===== config.mk =====
export PLATFORM = sky130hd
export DESIGN_NAME = adc_scan_ctrl
export DESIGN_NICKNAME = d
export VERILOG_FILES = /design/src/rtl/adc_ctrl_pkg.sv /design/src/rtl/adc_chan_rr.sv /design/src/rtl/adc_scan_ctrl.sv
export SDC_FILE = /design/constraint.sdc
export NUM_CORES = 1
export LEC_CHECK = 0
export ABC_AREA = 1
export CORE_AREA = 2 2 123 125
export DETAILED_ROUTE_END_ITERATION = 16
export DIE_AREA = 0 0 125 127
export GPL_TIMING_DRIVEN = 0
export MAX_ROUTING_LAYER = met4
export PLACE_DENSITY = 0.47
export SLEW_MARGIN = 20
export SYNTH_ARGS = -nofsm -noshare
export SYNTH_HDL_FRONTEND = slang
export SYNTH_SLANG_ARGS = --single-unit

===== constraint.sdc =====
create_clock -name clk -period 2.5 [get_ports clk]
set_input_delay 0.5 -clock clk [delete_from_list [all_inputs] [get_ports clk]]
set_output_delay 0.5 -clock clk [all_outputs]
set_load 0.01 [all_outputs]

===== src/rtl/adc_ctrl_pkg.sv =====
// Shared types and constants for the ADC scan sequencer.
// Imported by adc_scan_ctrl and adc_chan_rr.
package adc_ctrl_pkg;

  localparam int ADC_CHANNELS = 8;
  localparam int ADC_DW       = 12;
  localparam int ADC_CW       = 3;

  typedef enum logic [2:0] {
    ST_IDLE = 3'd0,
    ST_WAIT = 3'd1,
    ST_SOC  = 3'd2,
    ST_CONV = 3'd3,
    ST_PUSH = 3'd4
  } state_t;

  typedef struct packed {
    logic [ADC_CW-1:0] chan;
    logic [ADC_DW-1:0] data;
  } sample_t;

endpackage


===== src/rtl/adc_chan_rr.sv =====
// Round-robin finder: lowest enabled channel strictly above last.
// Wraps 7 -> 0; returns last itself when it is the only one enabled.
module adc_chan_rr
  import adc_ctrl_pkg::*;
(
  input  logic [ADC_CHANNELS-1:0] mask,
  input  logic [ADC_CW-1:0]       last,
  output logic [ADC_CW-1:0]       next,
  output logic                    none
);

  logic              found;
  logic [ADC_CW-1:0] pos;

  always_comb begin
    next  = last;
    found = 1'b0;
    pos   = last;
    // 3-bit truncation gives the modulo-8 wrap for free
    for (int i = 1; i <= ADC_CHANNELS; i++) begin
      pos = ADC_CW'(int'(last) + i);
      if (!found && mask[pos]) begin
        next  = pos;
        found = 1'b1;
      end
    end
  end

  assign none = ~|mask;

endmodule


===== src/rtl/adc_scan_ctrl.sv =====
// ADC scan sequencer: tick-paced round-robin conversions
// delivered as a single-entry valid/ready sample stream.
module adc_scan_ctrl
  import adc_ctrl_pkg::*;
#(
  parameter int SOC_CYCLES  = 2,
  parameter int TIMEOUT_CYC = 1024,
  parameter int PERIOD_W    = 16
) (
  input  logic                    clk,
  input  logic                    rst,
  input  logic                    start,
  input  logic [ADC_CHANNELS-1:0] chan_mask,
  input  logic [PERIOD_W-1:0]     period,
  output logic                    adc_soc,
  output logic [ADC_CW-1:0]       adc_s,
  input  logic                    adc_eoc,
  input  logic [ADC_DW-1:0]       adc_dout,
  output logic                    smp_valid,
  input  logic                    smp_ready,
  output logic [ADC_DW-1:0]       smp_data,
  output logic [ADC_CW-1:0]       smp_chan,
  output logic                    busy,
  output logic [1:0]              err,
  input  logic                    err_clr
);

  localparam int SCW = $clog2(SOC_CYCLES + 1);
  localparam int TOW = $clog2(TIMEOUT_CYC + 1);

  state_t              state;
  state_t              state_nx;
  logic [PERIOD_W-1:0] tick_cnt;
  logic [PERIOD_W-1:0] reload;
  logic                tick_q;
  logic                tick_pend;
  logic                tick_go;
  logic [SCW-1:0]      soc_cnt;
  logic [TOW-1:0]      to_cnt;
  logic [2:0]          eoc_sync;
  logic                eoc_rise;
  logic [ADC_CW-1:0]   last_ch;
  logic [ADC_CW-1:0]   rr_next;
  logic                rr_none;
  logic                scan_on;
  logic                soc_done;
  logic                to_hit;
  logic                to_set;
  logic                ovr_set;
  logic                take;
  sample_t             cap;

  adc_chan_rr u_rr (
    .mask (chan_mask),
    .last (last_ch),
    .next (rr_next),
    .none (rr_none)
  );

  assign reload   = (period == '0) ? '0 : period - 1'b1;
  assign tick_go  = tick_q | tick_pend;
  assign scan_on  = start & ~rr_none;
  assign soc_done = (soc_cnt == SCW'(SOC_CYCLES - 1));
  assign to_hit   = (to_cnt == TOW'(TIMEOUT_CYC - 1));
  assign eoc_rise = eoc_sync[1] & ~eoc_sync[2];
  assign take     = (state == ST_WAIT) && (state_nx == ST_SOC);
  assign to_set   = (state == ST_CONV) & ~eoc_rise & to_hit;
  assign ovr_set  = (state == ST_PUSH) & smp_valid & ~smp_ready;

  always_comb begin
    state_nx = state;
    unique case (state)
      ST_IDLE: if (scan_on) state_nx = ST_WAIT;
      ST_WAIT: begin
        if (!scan_on)     state_nx = ST_IDLE;
        else if (tick_go) state_nx = ST_SOC;
      end
      ST_SOC:  if (soc_done) state_nx = ST_CONV;
      ST_CONV: begin
        if (eoc_rise)    state_nx = ST_PUSH;
        else if (to_hit) state_nx = ST_WAIT;
      end
      ST_PUSH: state_nx = start ? ST_WAIT : ST_IDLE;
      default: state_nx = ST_IDLE;
    endcase
  end

  always_ff @(posedge clk) begin
    if (rst) begin
      state    <= ST_IDLE;
      busy     <= 1'b0;
      adc_soc  <= 1'b0;
      eoc_sync <= '0;
      soc_cnt  <= '0;
      to_cnt   <= '0;
    end else begin
      state    <= state_nx;
      busy     <= (state_nx != ST_IDLE);
      adc_soc  <= (state_nx == ST_SOC);
      eoc_sync <= {eoc_sync[1:0], adc_eoc};
      soc_cnt  <= (state == ST_SOC) ? soc_cnt + 1'b1 : '0;
      to_cnt   <= (state == ST_CONV) ? to_cnt + 1'b1 : '0;
    end
  end

  // Ticks landing outside WAIT are kept one deep until WAIT
  always_ff @(posedge clk) begin
    if (rst) begin
      tick_cnt  <= '0;
      tick_q    <= 1'b0;
      tick_pend <= 1'b0;
    end else if (state == ST_IDLE) begin
      tick_cnt  <= reload;
      tick_q    <= 1'b0;
      tick_pend <= 1'b0;
    end else begin
      tick_q   <= (tick_cnt == '0);
      tick_cnt <= (tick_cnt == '0) ? reload : tick_cnt - 1'b1;
      if (state == ST_WAIT) tick_pend <= 1'b0;
      else if (tick_q)      tick_pend <= 1'b1;
    end
  end

  always_ff @(posedge clk) begin
    if (rst) begin
      adc_s   <= '0;
      last_ch <= ADC_CW'(ADC_CHANNELS - 1);
      cap     <= '0;
    end else begin
      if (take) begin
        adc_s   <= rr_next;
        last_ch <= rr_next;
      end
      if (state == ST_CONV && eoc_rise) begin
        cap.data <= adc_dout;
        cap.chan <= adc_s;
      end
    end
  end

  always_ff @(posedge clk) begin
    if (rst) begin
      smp_valid <= 1'b0;
      smp_data  <= '0;
      smp_chan  <= '0;
    end else begin
      if (smp_valid && smp_ready) smp_valid <= 1'b0;
      if (state == ST_PUSH && !ovr_set) begin
        smp_valid <= 1'b1;
        smp_data  <= cap.data;
        smp_chan  <= cap.chan;
      end
    end
  end

  always_ff @(posedge clk) begin
    if (rst)          err <= '0;
    else if (err_clr) err <= '0;
    else              err <= err | {ovr_set, to_set};
  end

endmodule


# Yosys cells after proc, flatten, opt, wreduce, memory -nomap -nowiden
# Cells that the tools add are included.
dict set report word_totals {
  register_bits 78
  latchBits 0
  ramBits 0
  mem_bits_ro 0
  inputBits 42
  output_inout_bits 23
  wordCells 131
  memories 0
}
dict set report op_classes {
  n_addsub 12
  mul 0
  div_mod_pow 0
  magnitude_cmp 8
  n_eq_ne 7
  n_shift 0
  muxes 44
  bitwise 13
  reduce_logical 30
}
# operator n
set op_table {}
lappend op_table {{$mux W16} 3}
lappend op_table {{$mux W3} 14}
lappend op_table {{$logic_not A16 Y1} 2}
lappend op_table {{$lt A3 B4 Y1 const B} 8}
lappend op_table {{$sub A16 B1 Y16 const B} 2}
lappend op_table {{$bmux W1 S3} 8}
lappend op_table {{$mux W1} 18}
lappend op_table {{$pmux W3 S5} 1}
lappend op_table {{$add A3 B3 Y3 const B} 4}
lappend op_table {{$add A11 B1 Y11 const B} 1}
lappend op_table {{$eq A11 B10 Y1 const B} 1}
lappend op_table {{$logic_and A1 B1 Y1} 11}
lappend op_table {{$eq A3 B2 Y1 const B} 3}
lappend op_table {{$logic_not A1 Y1} 8}
lappend op_table {{$reduce_or A2 Y1} 4}
lappend op_table {{$reduce_or A8 Y1} 1}
lappend op_table {{$add A3 B1 Y3 const B} 2}
lappend op_table {{$add A3 B2 Y3 const B} 2}
lappend op_table {{$and A1 B1 Y1} 6}
lappend op_table {{$not A1 Y1} 5}
lappend op_table {{$eq A3 B1 Y1 const B} 1}
lappend op_table {{$eq A3 B3 Y1 const B} 1}
lappend op_table {{$logic_not A3 Y1} 1}
lappend op_table {{$reduce_bool A3 Y1} 1}
lappend op_table {{6 further kinds} 6}

# Depth between registers and ports, before layout
dict set report logic_depth {
  depth_word 25
  mapped_depth 18
  ltp_nobuf 18
}

# By module
# From an unflattened synthesis, not the netlist that was laid out.
dict set report hier_totals {
  hier_cells 668
  hier_area_um2 4398.0
}
# mod n_inst cells_per_inst area_per_inst_um2 seq_area_each_um2
set by_module_without_submodules {}
lappend by_module_without_submodules {adc_scan_ctrl 1 530 3676.0 1561.5}
lappend by_module_without_submodules {adc_chan_rr 1 138 721.9 0.0}

# Worst setup path before layout
# OpenSTA, ideal clock, no wires.
dict set report synth_path {
  path_kind {reg2reg}
  start {reg last_ch[0]}
  end {reg adc_s[1]}
  setup_time_ns 0.127
  arrival_time_ns 1.970
  t_required_ns 2.373
  path_slack_ns 0.402
  stages_incl_launch_ff 18
  n_path_buf 1
  synth_period_minus_slack_ns 2.098
  cell_sequence {dfxtp_1 -> inv_2 -> buf_6 -> ha_1 -> inv_2 -> nand3_1 -> nand3_2 -> nand2_4 -> inv_4 -> nand3_2 -> nor2_4 -> nand4_2 -> nand2_1 -> inv_1 -> nand2_1 -> nand2_1 -> nand2_1 -> a21oi_2}
}
dict set report synth_between {
  elab_chain_len 25
  word_cells_on_any_way 53
  classes_between {add/sub (8); mux (31); reduce/logical (14)}
}
# item line_no
set synth_rtl {}
lappend synth_rtl {{from (decl)} adc_scan_ctrl.sv:42} ;# logic [ADC_CW-1:0] last_ch;
lappend synth_rtl {{from (signal assigned)} adc_scan_ctrl.sv:127} ;# last_ch <= ADC_CW'(ADC_CHANNELS - 1);
lappend synth_rtl {{from (signal assigned)} adc_scan_ctrl.sv:132} ;# last_ch <= rr_next;
lappend synth_rtl {{$add A3 B1 Y3} adc_chan_rr.sv:21} ;# pos = ADC_CW'(int'(last) + i);
lappend synth_rtl {{$bmux W1 S3} adc_chan_rr.sv:22} ;# if (!found && mask[pos]) begin
lappend synth_rtl {{$mux W1 (implied by the code)} adc_chan_rr.sv:22}
lappend synth_rtl {{$mux W1} adc_chan_rr.sv:22}
lappend synth_rtl {{$logic_not A1 Y1} adc_chan_rr.sv:22}
lappend synth_rtl {{$logic_and A1 B1 Y1} adc_chan_rr.sv:22}
lappend synth_rtl {{$mux W1} adc_chan_rr.sv:22}
lappend synth_rtl {{$logic_not A1 Y1} adc_chan_rr.sv:22}
lappend synth_rtl {{[... 9 more ...]} -}
lappend synth_rtl {{$logic_and A1 B1 Y1} adc_chan_rr.sv:22}
lappend synth_rtl {{$mux W1} adc_chan_rr.sv:22}
lappend synth_rtl {{$logic_not A1 Y1} adc_chan_rr.sv:22}
lappend synth_rtl {{$logic_and A1 B1 Y1} adc_chan_rr.sv:22}
lappend synth_rtl {{$mux W1} adc_chan_rr.sv:22}
lappend synth_rtl {{$logic_not A1 Y1} adc_chan_rr.sv:22}
lappend synth_rtl {{$logic_and A1 B1 Y1} adc_chan_rr.sv:22}
lappend synth_rtl {{$mux W3 (*)} adc_chan_rr.sv:22}
lappend synth_rtl {{to (signal assigned)} adc_scan_ctrl.sv:131} ;# adc_s <= rr_next;
lappend synth_rtl {{to (decl)} adc_scan_ctrl.sv:16} ;# output logic [ADC_CW-1:0] adc_s,
# Mark *: on every way between the ends. The rest lies on a longest branch, timed or not. The select of a mux whose other input is x is not followed.
# A chain may end at the register's enable or synchronous reset.

# Worst setup path in the final report
dict set report layout_path {
  start {in period[0]}
  end {reg tick_cnt[14]}
}
dict set report layout_between {
  elab_chain_len 4
  word_cells_on_any_way 5
  classes_between {add/sub (1); mux (3); reduce/logical (1)}
}
# item line_no
set layout_rtl {}
lappend layout_rtl {{from (decl)} adc_scan_ctrl.sv:14} ;# input logic [PERIOD_W-1:0] period,
lappend layout_rtl {{$sub A16 B1 Y16 or $logic_not A16 Y1 (tied branches)} adc_scan_ctrl.sv:60} ;# assign reload = (period == '0) ? '0 : period - 1'b1;
lappend layout_rtl {{$mux W16 (*)} adc_scan_ctrl.sv:60}
lappend layout_rtl {{$mux W16} adc_scan_ctrl.sv:118} ;# tick_cnt <= (tick_cnt == '0) ? reload : tick_cnt - 1'b1;
lappend layout_rtl {{$mux W16 (*)} adc_scan_ctrl.sv:112} ;# end else if (state == ST_IDLE) begin
lappend layout_rtl {{to (signal assigned)} adc_scan_ctrl.sv:113} ;# tick_cnt <= reload;
lappend layout_rtl {{to (signal assigned)} adc_scan_ctrl.sv:118}
lappend layout_rtl {{to (decl)} adc_scan_ctrl.sv:33} ;# logic [PERIOD_W-1:0] tick_cnt;
# Mark *: on every way between the ends. The rest lies on a longest branch, timed or not.

==> impl_summary.txt <==
----------------------------------------------------
[Critical path]
  Depth of the most critical reg-to-reg path ... 17
  Cell family with the largest share of critical-path delay ... simple AND/OR/NAND/NOR gates
  Critical Path End Type ... register
  WP buf/inv ... 3
  WP data arrival ... 2.55 ns
  Flop-to-flop setup slack ... 0.23 ns
  Maximum single-stage delay on the critical path ... 0.40 ns
  Logic depth of the worst path, buffers included ... 12
  Data required time of the critical path ... 2.75 ns
  Crit start category ... input pin
  Endpoint of the worst-slack reg-to-reg timing path ... adc_s[1]
  Critical-path cell list ... clkdlybuf4s50_1 -> inv_1 -> ha_1 -> nand2_1 -> nor2_4 -> inv_2 -> nor4_2 -> nand2_1 -> nor3_2 -> xor2_1 -> nand3_1 -> a21oi_1
  Startpoint-to-endpoint class of the critical path ... in -> reg
  Cell repeated most along the worst path ... sky130_fd_sc_hd__nand2_1
  Reg-to-reg critical path startpoint ... last_ch[0]
  Biggest fanout along the worst timing path ... 7
  Start point of the critical path ... period[0]
  Critical path capture point ... tick_cnt[14]
  Highest-delay cell along the critical path ... sky130_fd_sc_hd__clkdlybuf4s50_1

[Detailed routing]
  Wire length per cell after detailed routing ... 12.7 um
  Initial DRT Pass Iterations ... 4
  Post-Route WL ... 11300 um
  DRC violation total after the first TritonRoute iteration ... 162
  Number of nets still failing antenna checks after routing ... 0
  DRC violation count after routing ... 0
  Vias post-DR ... 4160
  Routed vias/inst ... 4.71

[Run]
  Max-capacitance violation count ... 0

[Logic synthesis]
  Number of standard cells after synthesis ... 621
  Area share of and/or/nand/nor cells after synthesis ... 35.2%
  Count of warnings emitted by yosys ... 0
  Number of flops mapped to enable cells by yosys ... 0
  Combinational family with the most area after synthesis ... simple AND/OR/NAND/NOR gates
  Flip-flop and latch count after synthesis ... 78
  Largest cells by area after synthesis ... sky130_fd_sc_hd__dfxtp_1 37%, sky130_fd_sc_hd__nand2_1 10%, sky130_fd_sc_hd__nor2_1 8.0%
  Share of the synthesized area in compound gates (AO/OA/AOI/OAI) ... 12.3%
  Distinct cell type count after synthesis ... 47
  Sequential fraction of the synthesis area ... 36.5%
  Post-synthesis instance area ... 0.00427 mm2
  Syn nets ... 671
  Cell accounting for the most synthesized area ... sky130_fd_sc_hd__dfxtp_1
  Most common flop cell mapped by yosys ... sky130_fd_sc_hd__dfxtp_1
  Syn Area/Cell ... 6.88 um2
  Share of synthesized registers carrying an async set or reset ... 0%
  Fraction of post-synthesis cell area in the top cell type by area ... 36.5%
  Adder-cell area share of the yosys netlist ... 2.34%
  Share of cell area taken by muxes after synthesis ... 0%
  Synthesized-area fraction occupied by xor and xnor cells ... 4.36%

[Die]
  Die boundary width ... 125 um
  Number of standard-cell rows in the floorplan ... 44
  Placeable core area ... 0.0144 mm2
  Number of top-level pins ... 65
  Floorplan die height ... 127 um
  DIE AREA ... 0.0159 mm2
  Initial Util ... 29.6%

[Final layout]
  Number of nets in the layout ... 745
  Filler cells ... 1549
  Fraction of layout cells with a size suffix above 1 ... 9.43%
  Total inserted antenna cells ... 0
  Area growth syn-to-layout ... 27.8%

[Timing]
  Final critical delay including setup and external delays ... 2.30 ns
  Measured slew at the worst slew-check pin ... 0.652 ns
  Max Transition Viols Final ... 0
  Min Hold Slack ... 0.414 ns
  Final worst path period share ... 92.0%
  Setup TNS ... 0 ns
  Headroom to the max-slew limit ... 56.3%
  Clock Skews ... 0.00696 ns
  Final hold vios ... 0
  Fmax ... 435 MHz
  Setup repair after global routing missed its margin ... false
  Final setup violation count ... 0

[Clocking]
  H-tree depth ... 3
  Hold Buf Count CTS ... 0
  Worst-path clk slew ... 0.06 ns
  Clk buf depth ... 2
  Clock tree from TritonCTS ... yes
  Root Buffer Master ... sky130_fd_sc_hd__clkbuf_16
  Clk Latency, worst-skew pair ... 0.33 ns
  Clock buffers created by TritonCTS ... 9
  Clock sink count ... 78

[Power and ir drop]
  Power Density ... 555 mW/mm2
  Peak supply drop ... 0.216 mV
  LEAKAGE ... 0.00221 uW
  Total power ... 3030 uW

[Global routing]
  Total routing resource utilization after global routing ... 14.6%
  Number of antenna violations at the first check in global routing ... 0
  Via count of the first global-routing pass ... 3954
  Maximum number of pins on one net before global-route repair ... 14
  Total gr overflow ... 0
  Wire length of the first global-routing pass ... 18500 um

[Outcome]
  Outcome ... completed

[Place]
  RePlAce Congestion ... 0.850
  Detail Placement HPWL ... 8690 um
  Number of buffers inserted by port buffering ... 62

[Worst hold path]
  Worst Hold Class ... reg -> reg

----------------------------------------------------
## timing repair
action                                  CTS  global route
setup buffers                             0             1
endpoints found under the setup margin    0            11
gates resized for setup                   0             3
## cell usage in the layout (no fill, tap or decap), types with 5 or more instances in the layout
| master | count |
|---|---|
| sky130_fd_sc_hd__clkbuf_1 | 13 |
| sky130_fd_sc_hd__nand2_1 | 115 |
| sky130_fd_sc_hd__nor3_1 | 17 |
| sky130_fd_sc_hd__clkdlybuf4s50_1 | 62 |
| sky130_fd_sc_hd__nor2_1 | 91 |
| sky130_fd_sc_hd__nand4_1 | 8 |
| sky130_fd_sc_hd__xor2_1 | 12 |
| sky130_fd_sc_hd__nor2_2 | 5 |
| sky130_fd_sc_hd__clkbuf_16 | 9 |
| sky130_fd_sc_hd__nor4_1 | 5 |
| sky130_fd_sc_hd__nand2_2 | 9 |
| sky130_fd_sc_hd__ha_1 | 7 |
| sky130_fd_sc_hd__inv_1 | 64 |
| sky130_fd_sc_hd__a21oi_1 | 48 |
| sky130_fd_sc_hd__inv_2 | 7 |
| sky130_fd_sc_hd__dfxtp_1 | 78 |
| sky130_fd_sc_hd__nand3_1 | 60 |
| sky130_fd_sc_hd__o21ai_0 | 31 |
## registers in the layout, indices dropped and copies added, names as in the netlist, 11 cells and up
signal and count:
cap 15, tick_cnt 16, to_cnt 11, smp_data 12
## per-stage QoR
| step | utilization (%) | area (um2) | worst slack, ns | cells |
|---|---|---|---|---|
| finish | 37.9 | 5460 | 0.200 | 884 |
| global route | 37.9 | 5460 | 0.0192 | 884 |
| CTS | 37.7 | 5440 | 0.0632 | 883 |
| detailed placement | 35.5 | 5120 | -0.177 | 867 |
| global placement | 35.5 | 5120 | -0.161 | 867 |
| floorplan | - | 4270 | 0.402 | 621 |
## layer usage
| layer | GRT usage, % | up-vias | wire [um] | part of all wire (%) |
|---|---|---|---|---|
| met2 | 23.9 | 78 | 5310 | 47 |
| li1 | - | 2180 | - | - |
| met4 | 5.23 | 0 | 76 | 0.67 |
| met5 | - | - | 0 | 0 |
| met3 | 2.76 | 4 | 444 | 3.9 |
| met1 | 18.1 | 1898 | 5430 | 48 |
## cell usage after synthesis, drive strengths merged (2+ instances only)
master,instances
nand2,125
nor2,99
dfxtp,78
inv,72
nand3,63
a21oi,50
o21ai,34
nor3,21
xor2,14
clkbuf,11
nand4,9
ha,8
buf,7
nor4,6
a31oi,4
clkinv,3
xnor2,3
o211ai,2
or3b,2
## how the worst min path moves through the flow
stage / from / to / slack [ns] / depth (start not counted)
floorplan: eoc_sync[0] / eoc_sync[1] / 0.39 / 2
global placement: eoc_sync[0] / eoc_sync[1] / 0.41 / 2
detailed placement: eoc_sync[0] / eoc_sync[1] / 0.41 / 2
CTS: rst / adc_soc / 0.40 / 2
global route: rst / adc_soc / 0.40 / 2
finish: eoc_sync[0] / eoc_sync[1] / 0.41 / 2
## worst reg2reg max path: cells and delay by family, from the launching register on
| family | cells | cell delay (ns) |
|---|---|---|
| AO/OA/AOI/OAI | 1 | 0.06 |
| flip-flops | 1 | 0.39 |
| adder cells (fa/ha/maj) | 1 | 0.27 |
| buffers and inverters | 5 | 0.46 |
| AND/OR/NAND/NOR | 10 | 0.99 |
## layout make-up
class | count | area, um2 | share of cell area (%)
Multi-Input combinational cell | 449 | 2330 | 42.7
Sequential cell | 78 | 1560 | 28.6
Buffer | 19 | 111 | 2.04
Clock inverter | 5 | 82.6 | 1.51
Timing Repair Buffer | 63 | 628 | 11.5
Inverter | 75 | 285 | 5.22
Clock buffer | 11 | 233 | 4.26
Tap cell | 184 | 230 | 4.22
## kinds of logic (layout without fill, tap and decap cells)
group / after synthesis / count (layout)
AND/OR/NAND/NOR: 328 / 328
flip-flops: 78 / 78
AO/OA/AOI/OAI: 96 / 96
buffers and inverters: 94 / 173
XOR/XNOR: 17 / 17
adder cells (fa/ha/maj): 8 / 8
## power breakdown
part,switching (uW),internal [uW]
clock network,507,879
logic,205,148
registers,17.7,1270
No activity file was read; power rests on OpenSTA's default activity.
